[config.mk]
export PLATFORM = sky130hd
export DESIGN_NAME = shift_sequencer
export DESIGN_NICKNAME = d
export VERILOG_FILES = /design/src/rtl/shift_seq_pkg.sv /design/src/rtl/shift_sequencer_shift_step.sv /design/src/rtl/shift_sequencer.sv
export SDC_FILE = /design/constraint.sdc
export NUM_CORES = 1
export LEC_CHECK = 0
export CORE_MARGIN = 5
export CORE_UTILIZATION = 44
export DETAILED_ROUTE_END_ITERATION = 8
export PLACE_DENSITY = 0.78
export SLEW_MARGIN = 20
export SYNTH_ARGS = -nofsm -noshare
export SYNTH_HDL_FRONTEND = slang
export SYNTH_SLANG_ARGS = --single-unit
[constraint.sdc]
create_clock -name clk -period 1.9 [get_ports clk]
set_clock_uncertainty 0.15 [all_clocks]
set_input_delay 0.38 -clock clk [delete_from_list [all_inputs] [get_ports clk]]
set_output_delay 0.38 -clock clk [all_outputs]
set_load 0.01 [all_outputs]
[src/rtl/shift_seq_pkg.sv]
// Shared definitions for the shift sequencer: FSM state encodings, shift
// direction codes and the shift-amount saturation helper.
package shift_seq_pkg;

    typedef enum logic [1:0] {
        ST_IDLE  = 2'd0,
        ST_SHIFT = 2'd1,
        ST_DONE  = 2'd2
    } state_e;

    localparam logic DIR_LEFT  = 1'b0;
    localparam logic DIR_RIGHT = 1'b1;

    // Shifting by the full width or more always empties the operand (or, when
    // rotating, brings it back), so the iteration count never exceeds width.
    function automatic int unsigned sat_amt(input int unsigned amt, input int unsigned width);
        return (amt >= width) ? width : amt;
    endfunction

endpackage

[src/rtl/shift_sequencer_shift_step.sv]
// Single-position shift step, purely combinational.
// Left shift fills bit 0, right shift fills the MSB. The fill is zero unless
// SHIFT_SEQ_ROTATE_EN is defined and rot is high, in which case the bit that
// falls off the other end is wrapped around.
module shift_step
    import shift_seq_pkg::*;
#(
    parameter int WIDTH = 4
) (
    input  logic [WIDTH-1:0] a,
    input  logic             dir,
`ifdef SHIFT_SEQ_ROTATE_EN
    input  logic             rot,
`endif
    output logic [WIDTH-1:0] y
);

    logic fill_l;
    logic fill_r;

`ifdef SHIFT_SEQ_ROTATE_EN
    assign fill_l = rot & a[WIDTH-1];
    assign fill_r = rot & a[0];
`else
    assign fill_l = 1'b0;
    assign fill_r = 1'b0;
`endif

    // Move every bit one position in the requested direction.
    always_comb begin
        y = a;
        if (dir == DIR_LEFT) begin
            y = {a[WIDTH-2:0], fill_l};
        end else begin
            y = {fill_r, a[WIDTH-1:1]};
        end
    end

endmodule

[src/rtl/shift_sequencer.sv]
// Multi-cycle shift engine: accepts an operand over a valid/ready handshake,
// applies one single-position shift per clock for min(amt, WIDTH) clocks, then
// holds the result on a valid/ready output until consumed.
// Optional feature macro: SHIFT_SEQ_ROTATE_EN adds the in_rot port (rotate
// instead of logical shift, latched on accept).
module shift_sequencer
    import shift_seq_pkg::*;
#(
    parameter int WIDTH = 4,
    parameter int AMT_W = 3
) (
    input  logic             clk,
    input  logic             rst,
    input  logic             in_valid,
    output logic             in_ready,
    input  logic [WIDTH-1:0] in_data,
    input  logic             in_dir,
    input  logic [AMT_W-1:0] in_amt,
`ifdef SHIFT_SEQ_ROTATE_EN
    input  logic             in_rot,
`endif
    output logic             out_valid,
    input  logic             out_ready,
    output logic [WIDTH-1:0] out_data,
    output logic             busy
);

    localparam int CNT_W = $clog2(WIDTH + 1);

    state_e           state_q, state_d;
    logic [WIDTH-1:0] data_q, data_d;
    logic             dir_q, dir_d;
    logic [CNT_W-1:0] count_q, count_d;
    logic [WIDTH-1:0] step_y;
`ifdef SHIFT_SEQ_ROTATE_EN
    logic             rot_q, rot_d;
`endif

    shift_step #(
        .WIDTH (WIDTH)
    ) u_step (
        .a   (data_q),
        .dir (dir_q),
`ifdef SHIFT_SEQ_ROTATE_EN
        .rot (rot_q),
`endif
        .y   (step_y)
    );

    assign in_ready  = (state_q == ST_IDLE);
    assign out_valid = (state_q == ST_DONE);
    assign busy      = (state_q == ST_SHIFT) || (state_q == ST_DONE);
    assign out_data  = data_q;

    // Next-state logic: latch the request in IDLE, step the data in SHIFT,
    // wait for the consumer in DONE.
    always_comb begin
        state_d = state_q;
        data_d  = data_q;
        dir_d   = dir_q;
        count_d = count_q;
`ifdef SHIFT_SEQ_ROTATE_EN
        rot_d   = rot_q;
`endif
        case (state_q)
            ST_IDLE: begin
                if (in_valid) begin
                    data_d  = in_data;
                    dir_d   = in_dir;
                    count_d = CNT_W'(sat_amt(32'(in_amt), WIDTH));
`ifdef SHIFT_SEQ_ROTATE_EN
                    rot_d   = in_rot;
`endif
                    state_d = (count_d != '0) ? ST_SHIFT : ST_DONE;
                end
            end
            ST_SHIFT: begin
                data_d  = step_y;
                count_d = count_q - CNT_W'(1);
                if (count_q == CNT_W'(1)) begin
                    state_d = ST_DONE;
                end
            end
            ST_DONE: begin
                // A new request cannot be taken in the release cycle because
                // in_ready is only high in IDLE.
                if (out_ready) begin
                    state_d = ST_IDLE;
                end
            end
            default: begin
                state_d = ST_IDLE;
            end
        endcase
    end

    // State, operand and iteration-count registers; reset drops any in-flight result.
    always_ff @(posedge clk or posedge rst) begin
        if (rst) begin
            state_q <= ST_IDLE;
            data_q  <= '0;
            dir_q   <= DIR_LEFT;
            count_q <= '0;
`ifdef SHIFT_SEQ_ROTATE_EN
            rot_q   <= 1'b0;
`endif
        end else begin
            state_q <= state_d;
            data_q  <= data_d;
            dir_q   <= dir_d;
            count_q <= count_d;
`ifdef SHIFT_SEQ_ROTATE_EN
            rot_q   <= rot_d;
`endif
        end
    end

endmodule
==> reports/qor.csv, run 1 <==
metric,value,unit
outcome,"complete, no violations",
routability-driven placement congestion ratio,0.795,
final WL,1470,um
setup tns final,0,ns
DRT antenna net count,0,
root buffer selected by CTS,clkbuf_4,
Starting Density,47.1,%
"count leader, synth",dfrtp_1,
clock-pin slew on the worst setup and hold paths,0.07,ns
Commonest cells post-synth,"10 x dfrtp_1, 9 x inv_1, 5 x ha_1, 5 x nand2_1",
RSZ-0062 raised after global routing,false,
Hold Fails Final Rpt,0,
DR WL/cell,13.9,um
Arrival @ worst endpoint,1.30,ns
Port Buf Inserts,18,
synth top area cells,"dfrtp_1 40%, ha_1 10%, inv_1 5.4%",
I/O pins,19,
hold_buf cts,0,
GRT Total Usage,16.4,%
Leak,0.441,nW
Async SR Flop Fraction,100,%
Post-Synth Simple-Gate Area,14.1,%
Inserted Clock Buffers,3,
crit-path max cell delay,0.39,ns
Yosys top cell area share,40.3,%
Synth Area in XOR/XNOR,0,%
Cell variety after synth,28,
largest net degree at the start of global routing,11,
critical path peak fanout,2,
Worst Path Buf+Inv,2,
htree depth,1,
clk sinks,10,
number of synthesized flops with an enable pin,0,
CP endpoint kind,output port,
Yosys top cell by area,dfrtp_1,
Adder-Cell Fraction of Synth Area,10.1,%
CP Class,flip-flop to output port,
Layout Cells excl Fill,106,
minimum clock period,1.83,ns
Syn Nets,81,
f_max,546,MHz
register area share after synthesis,40.3,%
DRT iter0 DRCs,10,
post-synthesis register bit count,10,
post-layout util,67.6,%
GR Overflow Total,0,
via count,565,
CP Launch Type,flip-flop,
Final HPWL DP,1100,um
Ant. Diodes,0,
FP Rows,13,
"Top FF cell, synth",dfrtp_1,
worst skew pair latency,0.27,ns
Final setup viols,0,
post-synthesis average cell area,9.70,um^2
nets@finish,109,
vias in the first global route,557,
YS warnings,0,
Max-Cap Viols,0,
Max clock buf depth,2,
multiplexer share of the synthesized area,8.87,%
layout cells sized above 1,16.5,%
worst slew pin tran,0.427,ns
largest family of logic cells by synthesized area,compound AO/OA/AOI/OAI gates,
Critical Path RT,1.37,ns
Tcrit/Tclk final,96.3,%
"Cell Chain, Critical Path","inv_1, ha_2, dlygate4sd2_1",
Die H,47.6,um
Remaining DRCs,0,
post-synthesis compound-gate area fraction,18.5,%
TritonCTS clock tree,done,
CP top delay family,flip-flops,
post-synthesis cell area,621,um^2
initial antenna violation count,0,
worst vdd ir,0.880,mV
P per Cell Area,1690,nW/um^2
slowest CP cell,dfrtp_1,
area of the die,2260,um^2
Synth-to-Final Area Change,43.5,%
placed cells,101,
TritonRoute pass-1 iters,4,
Final Slew Violations,0,
Core Area,1320,um^2
Vias/cell,5.33,
worst relative slew slack,71.5,%
Die W,47.6,um
global-route wire length before repair,2490,um
Synth Instances,64,
Hold Path Class,primary input to async pin,
-- metal layers --
metal	global-route usage (%)	part of all wire, %	vias to the layer above
met5	0	0	-
met4	8.06	1.9	0
met3	4.51	6.2	4
met2	27.3	49	16
met1	19.3	43	265
li1	-	-	280
-- through the flow --
stage	power, mW	setup WS, ns	cell area, um^2	hold WS, ns
global placement	1.28	0.0755	848	0.344
CTS	1.51	0.0277	891	0.257
finish	1.50	0.0700	891	0.246
detailed placement	1.32	0.0314	848	0.359
global route	1.63	0.0265	891	0.281
floorplan	0.951	0.0901	621	0.0702
-- power by group --
| part | switching, mW | internal [mW] | leakage, nW |
|---|---|---|---|
| Combinational | 0.409 | 0.487 | 0.299 |
| Sequential | 0.0930 | 0.321 | 0.121 |
| Clock | 0.0768 | 0.116 | 0.0210 |
-- state kept, by name (all words and copies together) (netlist names) --
register  cells
count_q       3
state_q       2
dir_q         1
out_data      4
-- repair_timing --
| item | in CTS | in global routing |
|---|---|---|
| endpoints found under the setup margin | 3 | 1 |
| setup buffers | 1 | 0 |
| gates resized for setup | 4 | 1 |
-- worst paths after layout --
kind                            start  slack, ns  cells past startpoint           to
setup / recovery           state_q[1]       0.07                      3         busy
hold / removal                    rst       0.25                      2        dir_q
setup reg to reg           state_q[1]       0.17                      6   count_q[0]
hold reg to reg            count_q[2]       0.37                      1   count_q[2]
max in group asynchronous         rst       1.06                      2  out_data[3]
min in group clk           count_q[2]       0.37                      1   count_q[2]
-- placed cells by master, fill, tap and decap left out --
cell and n:
clkdlybuf4s50_1 15, dfrtp_1 10, inv_1 8, buf_4 7, nand2_1 5, ha_1 4, nor3_1 3, nor2_1 3
a21oi_1 3, mux2i_1 3, clkbuf_4 3, dlygate4sd2_1 3, a211oi_1 2, a21o_1 2, a2bb2oi_1 2, mux2i_2 1
and3b_1 1, a211o_1 1, nor2b_1 1, nor3b_1 1, and3_1 1, o21ai_0 1, a31oi_1 1, o22a_1 1
inv_2 1, mux2_2 1, o21ai_1 1, nand2b_1 1, a222oi_1 1, a221oi_1 1, or2b_1 1, ha_2 1
clkbuf_8 1
-- area by class of cell --
| class | count | area (um^2) |
|---|---|---|
| fill | 111 | 427 |
| multi-input combinational | 43 | 323 |
| sequential | 10 | 250 |
| timing repair buffer | 25 | 229 |
| clock buffer | 4 | 36.3 |
| inverter | 9 | 33.8 |
| tap | 15 | 18.8 |
-- cell families (layout without fill, tap and decap cells) --
family,after synthesis,in the layout
buffers and inverters,11,38
adders and majority gates,5,5
and+or+nand+nor,17,17
muxes,5,5
AOI/OAI and AO/OA,16,16
DFF,10,10
Note: power is estimated with default switching activity, not from simulation.
==> run 2, diff against run 1 <==
- CORE_UTILIZATION: 44 -> 46
- PLACE_DENSITY: 0.78 -> 0.79
- SYNTH_HIERARCHICAL: default -> 1
==> reports/qor.csv, run 2 <==
metric,value,unit
outcome,"complete, no violations",
Hold Path Class,primary input to async pin,
nets@finish,112,
DRT iter0 DRCs,1,
sequential share of power,28.2,%
TritonCTS clock tree,done,
global-route wire length before repair,2530,um
met2 GRT Util,23.4,%
worst vdd ir,0.673,mV
Die H,49.1,um
slowest CP cell,dfrtp_1,
f_max,555,MHz
Tcrit/Tclk final,94.9,%
I/O pins,19,
Final setup viols,0,
Arrival @ worst endpoint,1.27,ns
Leak,0.415,nW
GR Layer Usage met1,15.4,%
clk sinks,10,
GR Overflow Total,0,
Worst Path Buf+Inv,2,
Synth Instances,72,
Die W,49.1,um
Syn Nets,89,
Port Buf Inserts,18,
CP Class,flip-flop to output port,
Final HPWL DP,1170,um
most frequent cells in the layout,"15 x clkdlybuf4s50_1, 10 x dfrtp_1, 9 x inv_1, 5 x ha_1",
DRT antenna net count,0,
Comb power frac,61.6,%
worst skew pair latency,0.26,ns
post-synthesis cell area,702,um^2
Core Area,1470,um^2
Yosys top cell area share,35.7,%
synth top area cells,"dfrtp_1 36%, ha_1 8.9%, mux2_2 6.4%",
"Cell Chain, Critical Path","inv_1, ha_1, dlygate4sd2_1",
final WL,1490,um
worst slew pin tran,0.404,ns
hold_buf cts,0,
register area share after synthesis,35.7,%
TritonRoute pass-1 iters,2,
initial antenna violation count,0,
multi-input logic area,390,um^2
Max-Cap Viols,0,
Largest register FFs,4,
"count leader, synth",dfrtp_1,
Starting Density,47.7,%
Net Sw Frac,40.0,%
RSZ-0062 raised after global routing,false,
area of the die,2410,um^2
largest net degree at the start of global routing,12,
Max clock buf depth,2,
YS warnings,6,
Ant. Diodes,0,
DR WL/cell,13.6,um
post-synthesis average cell area,9.75,um^2
Vias/cell,5.05,
minimum clock period,1.80,ns
root buffer selected by CTS,clkbuf_4,
Synth-to-Final Area Change,30.5,%
Post-CTS Resized,3,
clock-pin slew on the worst setup and hold paths,0.07,ns
Critical Path RT,1.37,ns
Hold Fails Final Rpt,0,
P per Cell Area,1610,nW/um^2
routability-driven placement congestion ratio,0.766,
number of synthesized flops with an enable pin,0,
Reg area,250,um^2
"Top FF cell, synth",dfrtp_1,
number of fill cells in the layout,144,
met3 Use GR,3.36,%
post-layout util,62.2,%
CP top delay family,flip-flops,
Layout Cells excl Fill,109,
vias in the first global route,564,
Async SR Flop Fraction,100,%
P_sw,0.589,mW
"most common cell after layout, fill and taps aside",clkdlybuf4s50_1,
post-synthesis register bit count,10,
Inserted Clock Buffers,3,
crit-path max cell delay,0.39,ns
Cell variety after synth,30,
via count,550,
Pint,0.884,mW
CP Launch Type,flip-flop,
placed cells,106,
CP endpoint kind,output port,
clock network power share,10.2,%
layout cells sized above 1,18.3,%
# Post-CTS Setup Buffers,0,
critical path peak fanout,3,
htree depth,1,
FP Rows,14,
Yosys top cell by area,dfrtp_1,
Remaining DRCs,0,
GRT Total Usage,13.5,%
worst relative slew slack,72.4,%
Final Slew Violations,0,
Commonest cells post-synth,"10 x dfrtp_1, 9 x inv_1, 5 x ha_1",
busiest grt layer,met2,
-- run 2: cell count changes in the layout (fill, tap and decap cells not counted), sizes merged, moves of 3 or more --
cell,change
buf,-4
mux2,+4
mux2i,-3
nand2b,+3
o22ai,+4
-- run 2: cell families after synthesis --
kind of cell               count (synthesis)  share of synthesized area, %
buffers and inverters                     12                          8.73
AOI/OAI and AO/OA                         19                          18.4
DFF                                       10                          35.7
adders and majority gates                  5                          8.91
and+or+nand+nor                           20                          18.4
muxes                                      6                          9.98
-- run 2: final cells by class --
type,instances,share of cell area (%)
Sequential cell,10,27.3
Multi-Input combinational cell,50,42.6
Timing Repair Buffer,21,21.7
Tap cell,16,2.19
Clock buffer,3,2.46
Inverter,9,3.69
-- run 2: worst paths after layout --
path	end	startpoint	slack [ns]	cells after the start
max	busy	state_q[1]	0.1	3
min	state_q[0]	rst	0.24	2
max reg2reg	state_q[1]	state_q[1]	0.21	6
min reg2reg	count_q[1]	count_q[1]	0.44	2
max in group asynchronous	out_data[3]	rst	1.08	2
min in group clk	count_q[1]	count_q[1]	0.44	2
-- run 2: worst register-to-register path, stage by stage (launching register included) --
cell       delay, ns
dfrtp_1         0.36
inv_1           0.08
ha_1            0.19
buf_4           0.17
nor2b_4         0.14
a2111oi_0       0.39
a21oi_1         0.08
-- run 2: power by group through the flow --
stage / Combinational, mW / Sequential [mW] / Clock (mW)
6_report: 0.907 / 0.416 / 0.149
5_1_grt: 1.01 / 0.431 / 0.167
4_1_cts: 0.914 / 0.417 / 0.149
3_5_place_dp: 0.946 / 0.420 / 0
3_3_place_gp: 0.924 / 0.415 / 0
2_1_floorplan: 0.641 / 0.416 / 0
-- run 2: stage by stage --
stage | setup WS [ns] | setup TNS [ns] | hold WS [ns] | power (mW) | area [um^2]
CTS | 0.0894 | 0 | 0.263 | 1.48 | 916
finish | 0.0969 | 0 | 0.238 | 1.47 | 916
global placement | 0.0830 | 0 | 0.418 | 1.34 | 897
global route | 0.0384 | 0 | 0.284 | 1.60 | 916
floorplan | 0.294 | 0 | 0.0702 | 1.06 | 702
detailed placement | -0.00100 | -0.00100 | 0.431 | 1.37 | 897
-- run 2: metal layers --
metal | wire length, um | share of wire (%)
met5 | 0 | 0
met1 | 689 | 46
met3 | 44 | 3.0
met2 | 736 | 50
met4 | 15 | 1.0
